$ cat config.mk
export PLATFORM = sky130hd
export DESIGN_NAME = alu_pipe
export DESIGN_NICKNAME = d
export VERILOG_FILES = /design/src/rtl/alu_pipe.sv
export SDC_FILE = /design/constraint.sdc
export NUM_CORES = 1
export LEC_CHECK = 0
export BUFFER_PORTS_ARGS = -buffer_cell sky130_fd_sc_hd__buf_2
export CAP_MARGIN = 40
export CORE_MARGIN = 5
export CORE_UTILIZATION = 51
export DETAILED_ROUTE_END_ITERATION = 8
export PLACE_DENSITY_LB_ADDON = 0.15
export SYNTH_ARGS = -nofsm -noshare
export SYNTH_HDL_FRONTEND = slang
export SYNTH_SLANG_ARGS = --single-unit
$ cat constraint.sdc
create_clock -name clk -period 2.9 [get_ports clk]
set_input_delay 0.29 -clock clk [delete_from_list [all_inputs] [get_ports clk]]
set_output_delay 0.29 -clock clk [all_outputs]
set_load 0.005 [all_outputs]
$ cat src/rtl/alu_pipe.sv
// Handshaked pipelined ALU: single-cycle logic/add ops, optional shift-add MUL on opcode 111.
// Define ALU_PIPE_MUL_EN to build the multiplier; without it opcode 111 passes A through.
module alu_pipe #(
    parameter int WIDTH = 8
) (
    input  logic             clk,
    input  logic             rst,
    input  logic             in_valid,
    output logic             in_ready,
    input  logic [WIDTH-1:0] inA,
    input  logic [WIDTH-1:0] inB,
    input  logic [2:0]       ALU_OP,
    output logic             out_valid,
    input  logic             out_ready,
    output logic [WIDTH-1:0] result,
    output logic             SKZ_cmp,
    output logic             carry
);

    typedef enum logic [1:0] {
        IDLE,
        BUSY,
        DONE
    } state_t;

    state_t state;
    state_t next_state;

    logic             accept;
    logic             is_mul;
    logic             mul_last;
    logic [WIDTH-1:0] alu_res;
    logic             alu_carry;
    logic             alu_zero;
    logic [WIDTH:0]   add_sum;

    assign in_ready  = !rst && ((state == IDLE) || ((state == DONE) && out_ready));
    assign accept    = in_valid && in_ready;
    assign out_valid = (state == DONE);
    assign add_sum   = {1'b0, inA} + {1'b0, inB};

`ifdef ALU_PIPE_MUL_EN
    localparam int CW = $clog2(WIDTH);

    logic [CW-1:0]      step_cnt;
    logic [WIDTH-1:0]   mcand;
    logic [2*WIDTH-1:0] prod;
    logic [WIDTH:0]     mul_sum;
    logic [2*WIDTH-1:0] prod_next;

    assign is_mul   = (ALU_OP == 3'b111);
    assign mul_last = (state == BUSY) && (step_cnt == CW'(WIDTH - 1));

    // Upper half accumulates the partial product while the multiplier shifts out of the lower half.
    always_comb begin
        mul_sum   = {1'b0, prod[2*WIDTH-1:WIDTH]} + (prod[0] ? {1'b0, mcand} : {(WIDTH+1){1'b0}});
        prod_next = {mul_sum, prod[WIDTH-1:1]};
    end
`else
    assign is_mul   = 1'b0;
    assign mul_last = 1'b0;
`endif

    // Opcodes 000, 001, 110 and a disabled 111 return A, so the zero flag of the result equals NOR(A).
    always_comb begin
        alu_res   = inA;
        alu_carry = 1'b0;
        case (ALU_OP)
            3'b101:  alu_res = inB;
            3'b011:  alu_res = inA & inB;
            3'b100:  alu_res = inA ^ inB;
            3'b010: begin
                alu_res   = add_sum[WIDTH-1:0];
                alu_carry = add_sum[WIDTH];
            end
            default: alu_res = inA;
        endcase
        alu_zero = ~|alu_res;
    end

    always_ff @(posedge clk) begin
        if (rst) begin
            state <= IDLE;
        end else begin
            state <= next_state;
        end
    end

    always_comb begin
        next_state = state;
        case (state)
            IDLE: begin
                if (accept) begin
                    next_state = is_mul ? BUSY : DONE;
                end
            end
            BUSY: begin
                if (mul_last) begin
                    next_state = DONE;
                end
            end
            DONE: begin
                if (accept) begin
                    next_state = is_mul ? BUSY : DONE;
                end else if (out_ready) begin
                    next_state = IDLE;
                end
            end
            default: next_state = IDLE;
        endcase
    end

    always_ff @(posedge clk) begin
        if (rst) begin
            result  <= '0;
            SKZ_cmp <= 1'b0;
            carry   <= 1'b0;
`ifdef ALU_PIPE_MUL_EN
            mcand    <= '0;
            prod     <= '0;
            step_cnt <= '0;
`endif
        end else begin
            if (accept && !is_mul) begin
                result  <= alu_res;
                SKZ_cmp <= alu_zero;
                carry   <= alu_carry;
            end
`ifdef ALU_PIPE_MUL_EN
            if (accept && is_mul) begin
                mcand    <= inA;
                prod     <= {{WIDTH{1'b0}}, inB};
                step_cnt <= '0;
            end else if (state == BUSY) begin
                prod     <= prod_next;
                step_cnt <= step_cnt + CW'(1);
                if (mul_last) begin
                    result  <= prod_next[WIDTH-1:0];
                    SKZ_cmp <= ~|prod_next[WIDTH-1:0];
                    carry   <= |prod_next[2*WIDTH-1:WIDTH];
                end
            end
`endif
        end
    end

endmodule

==> impl_metrics.csv <==
group,metric,value,unit
outcome,status,"finished, final reports clean",
detailed_routing,drc,0,
detailed_routing,wl_met3,164,um
finish,nets,219,
power_and_ir_drop,power_switching,0.000166,W
timing,worst_pin_slew,0.520,ns
floorplan,coreArea,2210,um^2
setup_path,worstPathCellList,"buf_2, ha_1, inv_1, fa_1, nand2b_1, a21o_1, nand3_1, a21oi_1, or4_4, o31ai_2",
detailed_routing,vias_per_cell,5.84,
clocking,cts_tree,"done",
synthesis,ys_async_sr_fraction,0,
setup_path,crit_required,3.09,ns
timing,maxSlewHeadroom,0.652,
synthesis,synthCells,155,
timing,tns,0,ns
detailed_routing,vias,1250,
synthesis,ys_warn_count,0,
timing,holdWs,0.197,ns
timing,grt_setup_unrepaired,"no",
setup_path,cp_data_arrival_time,2.34,ns
clocking,htree_levels,1,
timing,hold_viol_final,0,
timing,fin_skew,0.00867,ns
clocking,root_buffer,"clkbuf_4",
detailed_routing,drt_iter0_markers,44,
place,place_congestion,0.812,
finish,area_growth,16.2,%
detailed_routing,wl_met2,1.44,mm
setup_path,path_delay_family,"simple AND/OR/NAND/NOR gates",
power_and_ir_drop,sw_frac_of_total,0.357,
finish,diodes,0,
synthesis,synthesis.nets,187,
power_and_ir_drop,comb_power_share,0.413,
setup_path,slowest_delay,0.48,ns
place,dp_hpwl,2.39,mm
floorplan,std_cell_rows,17,
synthesis,syn_avg_cell_area,7.62,um^2
detailed_routing,wl_per_cell,13.9,um
timing,setup_viol,0,
synthesis,synth_ff_type,"dfxtp_1",
finish,finalCoreUtilization,0.620,
synthesis,synth_seq_area_share,0.186,
clocking,cts_resized,0,
setup_path,endpoint_kind,"flip-flop",
floorplan,initial_core_util,0.534,
power_and_ir_drop,intPower,0.000298,W
synthesis,synth_edf_count,0,
setup_path,crit_slowest_cell,"or4_4",
setup_path,critical_path_class,"in -> reg",
global_routing,grt_usage,0.185,
clocking,clockBufferDepth,2,
synthesis,syn-cell-area,1180,um^2
detailed_routing,dr.pass1.iters,4,
synthesis,netlist_top_cells_count,"o21ai_0, nand2_1, nor2_1, dfxtp_1, nand3_1",
power_and_ir_drop,leakagePower,0.652,nW
global_routing,antenna_found_initial,0,
timing,slew_violations,0,
power_and_ir_drop,power_frac_clock,0.225,
timing,fin_crit,2.14,ns
synthesis,yosysMostFrequentCell,"o21ai_0",
floorplan,die-width,58.1,um
worst_hold_path,holdCritPathClass,"in -> reg",
place,port_buffers,34,
global_routing,grt_max_degree,29,
synthesis,synth_top_area_cell,"dfxtp_1",
clocking,path_clk_slew,0.08,ns
finish,num-fill-cells,212,
global_routing,grt_pass1_vias,1214,
setup_path,start_kind,"input port",
synthesis,ys_ff_latch,11,
clocking,cts-hold-fix-buffers,0,
power_and_ir_drop,power.share.sequential,0.362,
clocking,cts.sinks,11,
detailed_routing,postRouteAntennaNets,0,
synthesis,synth_cell_types,45,
power_and_ir_drop,peakVddDrop,0.000314,V
setup_path,crit_fanout,3,
timing,finalCritPeriodShare,0.739,
synthesis,synth_top_area_frac,0.186,
place,post_dp_cell_area,1350,um^2
floorplan,die_h,58.1,um
clocking,clkLatencyLatePin,0.27,ns
clocking,post-cts-setup-buffers,0,
detailed_routing,top_layer,"met4",
power_and_ir_drop,power.density,338,nW/um^2
floorplan,die_area,3380,um^2
setup_path,cp_num_buf_inv,2,
detailed_routing,wl_met1,1.33,mm
clocking,numCtsBuffers,3,
synthesis,synthTopCellsByArea,"dfxtp_1, ha_1, mux2i_1",
finish,postLayoutCellArea,1370,um^2
global_routing,gr-total-overflow,0,
flow_run,drv_cap,0,
detailed_routing,wirelength,2.98,mm
finish,layout-drive-gt1-share,0.253,
global_routing,grt_pass1_wl,5.06,mm
timing,maxClockFrequency,0.467,GHz
floorplan,io_pins,35,
[kinds of logic after synthesis]
| family | Yosys count | synth area share |
|---|---|---|
| and+or+nand+nor | 58 | 0.254 |
| xor gates and xnor gates | 2 | 0.0148 |
| adders and majority gates | 9 | 0.102 |
| buffers and inverters | 15 | 0.0604 |
| AOI/OAI and AO/OA | 50 | 0.298 |
| DFF | 11 | 0.186 |
| muxes | 10 | 0.0847 |
[cell type report]
type	count	area [um^2]	area share
well taps	28	35.0	0.0255
repair buffers	34	170	0.124
flip-flops and latches	11	220	0.160
clock buffers	3	22.5	0.0164
clock inverters	1	5.00	0.00365
multi-input cells	129	890	0.648
inverters	8	30.0	0.0219
[layer usage]
layer  global-route usage  up-vias
met4               0.0563        0
li1                     -      636
met5                    0        -
met2                0.321       36
met1                0.228      572
met3               0.0401        6
[path summary, 6_finish.rpt]
path             start         to  slack (ns)  cells past startpoint
max             inA[0]    SKZ_cmp        0.76                     10
min                rst   state[1]        0.20                      2
max reg2reg   state[1]    SKZ_cmp        0.95                      6
min reg2reg  result[4]  result[4]        0.45                      2
[power groups by stage]
stage                     Sequential (W)  Clock (W)  Combinational (W)
after floorplan                 0.000173          0           0.000133
after global placement          0.000171          0           0.000183
after global routing            0.000169   0.000114           0.000214
final                           0.000168   0.000105           0.000192
after detailed placement        0.000171          0           0.000191
after CTS                       0.000168   0.000107           0.000192
[cells in the final DEF, fill, tap and decap left out, types with 2 or more instances in the layout]
| cell | n |
|---|---|
| nand2b_1 | 4 |
| inv_1 | 7 |
| a31oi_1 | 3 |
| clkbuf_4 | 3 |
| nand3_1 | 11 |
| o21ai_1 | 4 |
| o211ai_1 | 2 |
| nor3_1 | 4 |
| o21ai_0 | 13 |
| nand2_1 | 12 |
| a21o_1 | 3 |
| nor2_1 | 12 |
| nor2b_1 | 6 |
| buf_2 | 34 |
| mux2i_1 | 10 |
| a21oi_1 | 8 |
| a31o_2 | 3 |
| a211oi_1 | 3 |
| dfxtp_1 | 11 |
| ha_1 | 8 |
| and3_1 | 2 |
[per-stage QoR]
| step | setup WS, ns | std cells | power [W] |
|---|---|---|---|
| 2_1_floorplan | 0.744 | 155 | 0.000306 |
| 3_3_place_gp | 0.534 | 210 | 0.000354 |
| 3_5_place_dp | 0.462 | 210 | 0.000362 |
| 4_1_cts | 0.757 | 214 | 0.000467 |
| 5_1_grt | 0.624 | 214 | 0.000498 |
| 6_report | 0.757 | 214 | 0.000464 |
[state kept, by name, indices dropped and copies added (netlist names)]
name	cells
result	8
state	1
carry	1
SKZ_cmp	1
(Power assumes the default switching activity.)
